===== src/rtl/ct_f_spsram_1024x32_ctrl_pkg.sv =====
// Shared types and helpers for the two-requester 1024x32 SRAM controller.
// State encoding, default geometry and byte-enable to WEN expansion.
package ct_f_spsram_1024x32_ctrl_pkg;

    localparam int unsigned AW_DEF = 10;
    localparam int unsigned DW_DEF = 32;

    typedef enum logic {
        ST_INIT = 1'b0,
        ST_RUN  = 1'b1
    } state_e;

    // Active-low per-bit write enable from active-high byte enables.
    function automatic logic [31:0] be2wen(input logic [3:0] be);
        logic [31:0] wen;
        for (int k = 0; k < 4; k++) begin
            wen[8*k +: 8] = {8{~be[k]}};
        end
        return wen;
    endfunction

endpackage


===== src/rtl/ct_f_spsram_1024x32_ctrl_arb.sv =====
// Two-way round-robin arbiter; the pointer register lives in the caller.
// ptr_i = 0 favours requester 0 when both are valid.
module ct_f_spsram_rr_arb2 (
    input  logic       en_i,
    input  logic [1:0] vld_i,
    input  logic       ptr_i,
    output logic [1:0] gnt_o,
    output logic       ptr_d_o
);

    always_comb begin
        gnt_o   = 2'b00;
        ptr_d_o = ptr_i;
        if (en_i) begin
            if (vld_i == 2'b11) begin
                gnt_o = ptr_i ? 2'b10 : 2'b01;
            end else begin
                gnt_o = vld_i;
            end
        end
        if (gnt_o[0]) begin
            ptr_d_o = 1'b1;
        end else if (gnt_o[1]) begin
            ptr_d_o = 1'b0;
        end
    end

endmodule


===== src/rtl/ct_f_spsram_1024x32_ctrl.sv =====
// Shares one single-port 1024x32 SRAM between two requesters.
// Zero-fill sweep after reset, then round-robin read/byte-write service.
module ct_f_spsram_1024x32_ctrl
    import ct_f_spsram_1024x32_ctrl_pkg::*;
#(
    parameter int unsigned ADDR_WIDTH = AW_DEF,
    parameter int unsigned DATA_WIDTH = DW_DEF,
    parameter bit          INIT_EN    = 1'b1
) (
    input  logic                  CLK,
    input  logic                  RST,
    input  logic                  p0_req_vld,
    output logic                  p0_req_rdy,
    input  logic                  p0_req_wr,
    input  logic [ADDR_WIDTH-1:0] p0_req_addr,
    input  logic [DATA_WIDTH-1:0] p0_req_wdata,
    input  logic [3:0]            p0_req_be,
    output logic                  p0_rsp_vld,
    output logic [DATA_WIDTH-1:0] p0_rsp_data,
    input  logic                  p1_req_vld,
    output logic                  p1_req_rdy,
    input  logic                  p1_req_wr,
    input  logic [ADDR_WIDTH-1:0] p1_req_addr,
    input  logic [DATA_WIDTH-1:0] p1_req_wdata,
    input  logic [3:0]            p1_req_be,
    output logic                  p1_rsp_vld,
    output logic [DATA_WIDTH-1:0] p1_rsp_data,
    output logic                  init_done,
    output logic [ADDR_WIDTH-1:0] sram_a,
    output logic                  sram_cen,
    output logic                  sram_gwen,
    output logic [DATA_WIDTH-1:0] sram_wen,
    output logic [DATA_WIDTH-1:0] sram_d,
    input  logic [DATA_WIDTH-1:0] sram_q
);

    state_e                state_q, state_d;
    logic [ADDR_WIDTH:0]   cnt_q, cnt_d;
    logic                  rr_q, rr_d;
    logic [ADDR_WIDTH-1:0] addr_q, addr_d;
    logic [DATA_WIDTH-1:0] wdat_q, wdat_d;
    logic [1:0]            rsp_vld_q, rsp_vld_d;
    logic [DATA_WIDTH-1:0] rsp0_q, rsp1_q;
    logic [1:0]            gnt;
    logic                  run;
    logic                  m_wr;
    logic [ADDR_WIDTH-1:0] m_addr;
    logic [DATA_WIDTH-1:0] m_wdata;
    logic [3:0]            m_be;

    assign run = (state_q == ST_RUN) && !RST;

    ct_f_spsram_rr_arb2 u_arb (
        .en_i    (run),
        .vld_i   ({p1_req_vld, p0_req_vld}),
        .ptr_i   (rr_q),
        .gnt_o   (gnt),
        .ptr_d_o (rr_d)
    );

    assign m_wr    = gnt[1] ? p1_req_wr    : p0_req_wr;
    assign m_addr  = gnt[1] ? p1_req_addr  : p0_req_addr;
    assign m_wdata = gnt[1] ? p1_req_wdata : p0_req_wdata;
    assign m_be    = gnt[1] ? p1_req_be    : p0_req_be;

    always_comb begin
        state_d   = state_q;
        cnt_d     = cnt_q;
        addr_d    = addr_q;
        wdat_d    = wdat_q;
        rsp_vld_d = 2'b00;
        sram_cen  = 1'b1;
        sram_gwen = 1'b1;
        sram_wen  = '1;
        sram_a    = addr_q;
        sram_d    = wdat_q;
        if (!RST) begin
            unique case (state_q)
                ST_INIT: begin
                    sram_cen  = 1'b0;
                    sram_gwen = 1'b0;
                    sram_wen  = '0;
                    sram_a    = cnt_q[ADDR_WIDTH-1:0];
                    sram_d    = '0;
                    addr_d    = cnt_q[ADDR_WIDTH-1:0];
                    wdat_d    = '0;
                    cnt_d     = cnt_q + {{ADDR_WIDTH{1'b0}}, 1'b1};
                    if (cnt_d[ADDR_WIDTH]) begin
                        state_d = ST_RUN;
                    end
                end
                ST_RUN: begin
                    if (|gnt) begin
                        sram_cen = 1'b0;
                        sram_a   = m_addr;
                        addr_d   = m_addr;
                        if (m_wr) begin
                            sram_d = m_wdata;
                            wdat_d = m_wdata;
                            // Empty byte mask still handshakes but leaves the array alone.
                            if (|m_be) begin
                                sram_gwen = 1'b0;
                                sram_wen  = be2wen(m_be);
                            end
                        end else begin
                            rsp_vld_d = gnt;
                        end
                    end
                end
                default: ;
            endcase
        end
    end

    always_ff @(posedge CLK or posedge RST) begin
        if (RST) begin
            state_q   <= INIT_EN ? ST_INIT : ST_RUN;
            cnt_q     <= '0;
            rr_q      <= 1'b0;
            addr_q    <= '0;
            wdat_q    <= '0;
            rsp_vld_q <= 2'b00;
            rsp0_q    <= '0;
            rsp1_q    <= '0;
        end else begin
            state_q   <= state_d;
            cnt_q     <= cnt_d;
            rr_q      <= rr_d;
            addr_q    <= addr_d;
            wdat_q    <= wdat_d;
            rsp_vld_q <= rsp_vld_d;
            if (rsp_vld_q[0]) begin
                rsp0_q <= sram_q;
            end
            if (rsp_vld_q[1]) begin
                rsp1_q <= sram_q;
            end
        end
    end

    assign p0_req_rdy  = gnt[0];
    assign p1_req_rdy  = gnt[1];
    assign p0_rsp_vld  = rsp_vld_q[0];
    assign p1_rsp_vld  = rsp_vld_q[1];
    assign p0_rsp_data = rsp_vld_q[0] ? sram_q : rsp0_q;
    assign p1_rsp_data = rsp_vld_q[1] ? sram_q : rsp1_q;
    assign init_done   = run;

endmodule


===== config.mk =====
export PLATFORM = sky130hd
export DESIGN_NAME = ct_f_spsram_1024x32_ctrl
export DESIGN_NICKNAME = d
export VERILOG_FILES = /design/src/rtl/ct_f_spsram_1024x32_ctrl_pkg.sv /design/src/rtl/ct_f_spsram_1024x32_ctrl_arb.sv /design/src/rtl/ct_f_spsram_1024x32_ctrl.sv
export SDC_FILE = /design/constraint.sdc
export NUM_CORES = 1
export LEC_CHECK = 0
export ABC_CLOCK_PERIOD_IN_PS = 4550
export BUFFER_PORTS_ARGS = -buffer_cell sky130_fd_sc_hd__buf_2
export CORE_AREA = 2 2 143 89
export CTS_CLUSTER_SIZE = 24
export DETAILED_ROUTE_END_ITERATION = 7
export DIE_AREA = 0 0 145 91
export HOLD_SLACK_MARGIN = 0.1
export PLACE_DENSITY = 0.88
export SYNTH_ARGS = -nofsm -noshare
export SYNTH_HDL_FRONTEND = slang
export SYNTH_SLANG_ARGS = --single-unit

===== constraint.sdc =====
create_clock -name CLK -period 4.55 [get_ports CLK]
set_input_delay 0.2275 -clock CLK [delete_from_list [all_inputs] [get_ports CLK]]
set_output_delay 0.2275 -clock CLK [all_outputs]
set_load 0.01 [all_outputs]

==> impl_metrics.toml <==
[detailed_routing]
drtPass1Iterations = 5
wl_per_cell_microns = 17.7
vias_per_cell = 5.13
routed_wl_microns = 15900
drc_errors = 0
num_vias = 4605
antenna_left = 0
drt_iter0_markers = 225

[yosys]
seq_area_frac_synth = 0.574
synth_area_leaders = "dfrtp_1 (57%), mux2_2 (14%), a221o_1 (6.1%), and3_1 (4.3%), buf_4 (4.0%)"
synth_edf_count = 0
synth.top_cell.area_share = 0.574
async_flop_share = 1.00
synthCells = 415
syn_avg_cell_area_sq_um = 12.7
ys_dominant_reg_cell = "dfrtp_1"
netlist_area_sq_um = 5270
ys_types = 36
synth.top_cells.by_count = "dfrtp_1 (121), mux2_2 (64), and3_1 (36)"
ys_ff_latch = 121
synth_most_common_cell = "dfrtp_1"
synth_top_area_cell = "dfrtp_1"
yosys_warnings = 0
synth_nets = 546

[power_and_ir_drop]
p_seq_frac = 0.373
comb_power_share = 0.261
finalPower_mw = 3.88
p_leak_nw = 3.91
p_sw_mw = 1.13
p_per_area_nw_per_um2 = 499
power.internal_mw = 2.75
max-vdd-ir-drop_mv = 0.270
swShare = 0.291
power_frac_clock = 0.365

[die]
die_w_microns = 145
num_rows = 31
die-area_sq_um = 13200
io_pins = 275
core_area_sq_um = 11800
start_util = 0.446
die_h_microns = 91

[critical_path]
reg2reg_depth = 5
critPathKind = "in2out"
cp-end-kind = "primary output"
reg2reg_to = "wdat_q[8]$_DFF_PP0_"
worstPathRequired_ns = 4.32
ff2ff_setup_slack_ns = 2.66
cp-start-kind = "input pin"
r2r_start = "state_q$_DFFE_PP0N_"
worst-path-max-fanout = 11
worstSetupStartpoint = "p1_req_vld"
worstPathArrival_ns = 2.52

[layout]
diodes = 0
syn_to_final_growth_pct = 47.4
drive_gt1_frac = 0.520
fill_cells = 861
finalNetCount = 851

[run_status]
outcome = "finished, final reports clean"

[grt]
grt_max_degree = 74
grt-ovfl-total = 0
grt_pass1_vias = 4863
grt_pass1_wl_microns = 25600
grt_use_total = 0.246
antenna_found_initial = 0

[timing]
finalSetupTns_ns = 0
period_minus_slack_ns = 2.75
fin_crit_sh = 0.605
drv_slew = 0
rsz0062_at_grt = "false"
tightest_slew_ns = 1.00
hold_viol_final = 0
fmax_mhz = 363
fin_skew_ns = 0.00619
slew_headroom = 0.334
final-setup-viol-count = 0

[clock_tree]
root_buffer = "clkbuf_16"
clockBufferDepth = 2
cts-htree-levels = 4
clk_latency_ns = 0.40
ctsResizeCount = 0
clk_pin_slew_worst_paths_ns = 0.06
cts_tree = "built"
numClockSinks = 121
cts_buffers = 17

[worst_hold_path]
hp-class = "in2async"

[flow_run]
maxCapViolCount = 0

[placed_design]
place_hpwl_microns = 10200
gp_routability_congestion = 0.818
port_buffers = 274
[critical path: stages]
cell           delay [ns]
dlygate4sd3_1        0.52
buf_2                0.17
nor2_1               0.08
a21oi_1              0.79
o22ai_1              0.22
nor3_1               0.32
buf_2                0.19
[power groups by stage]
stage	sequential (mW)	clock (mW)	combinational [mW]
4_1_cts	1.44	1.44	1.01
6_report	1.45	1.42	1.01
3_3_place_gp	1.44	0	0.928
5_1_grt	1.47	1.50	1.09
2_1_floorplan	1.42	0	0.588
3_5_place_dp	1.45	0	0.963
[how the worst max path moves through the flow]
stage | end | slack, ns | cells after the start
2_1_floorplan | addr_q[0]$_DFF_PP0_ | 1.09 | 1
3_3_place_gp | sram_wen[13] | 2.42 | 5
3_5_place_dp | sram_wen[12] | 2.31 | 5
4_1_cts | sram_a[8] | 1.84 | 7
5_1_grt | sram_a[7] | 1.58 | 7
6_report | sram_a[8] | 1.80 | 7
[cells by family (layout without fill, tap and decap cells)]
kind of cell,Yosys count,count (layout),synth area share
AO/OA/AOI/OAI,49,49,0.0816
XOR/XNOR,11,11,0.0183
adder cells (fa/ha/maj),1,1,0.00237
buffers and inverters,60,378,0.0762
flip-flops,121,121,0.574
multiplexers,64,64,0.137
AND/OR/NAND/NOR,109,109,0.111
[layer usage]
metal / track usage / routed length, microns / up-vias
li1: - / - / 2091
met1: 0.292 / 6420 / 2263
met2: 0.425 / 8050 / 225
met3: 0.0724 / 1170 / 26
met4: 0.0932 / 308 / 0
met5: 0 / 0 / -
[repair_timing]
item                                   4_1_cts  5_1_grt
hold buffers                                64        0
endpoints found under the hold margin       92        0
buffers inserted                             0        0
[cell type report]
type,count,area [sq um],share of cell area
clock buffers,21,470,0.0605
well taps,165,206,0.0266
flip-flops and latches,121,3030,0.390
repair buffers,342,2040,0.263
multi-input cells,234,1850,0.238
inverters,4,20.0,0.00258
clock inverters,11,158,0.0203
[sequential cells by signal (all words and copies together) (netlist names)]
signal	flops
cnt_q	11
rsp_vld_q	2
wdat_q	32
state_q	1
rsp0_q	32
addr_q	10
rsp1_q	32
rr_q	1
[layout by cell type, fill, tap and decap left out, drive strengths merged]
master	netlist	final
xnor2	5	5
nand2b	1	1
o22ai	10	10
nor2b	1	1
bufinv	0	3
nor3b	1	1
a31oi	1	1
nor4	2	2
ha	1	1
or2	1	1
a31o	1	1
clkinv	0	2
dlygate4sd3	0	64
nand4	2	2
nor2	29	29
a21o	1	1
nand2	8	8
a311o	1	1
a221o	32	32
a21oi	3	3
dfrtp	121	121
nand3	6	6
inv	4	8
or4	1	1
clkbuf	11	21
xor2	6	6
or3	4	4
buf	45	278
clkinvlp	0	2
and3	36	36
nor3	17	17
mux2	64	64
[metrics by stage]
step                      area, sq um  hold WS [ns]  setup slack, ns  std cells  utilization
after floorplan                  5270         0.314             1.09        415            -
after global placement           6500         0.459             2.42        802        0.550
after detailed placement         6500         0.463             2.31        802        0.550
after CTS                        7770         0.103             1.84        898        0.657
after global routing             7770         0.106             1.58        898        0.657
final                            7770        0.0658             1.80        898        0.657
Note: power is estimated with default switching activity, not from simulation.
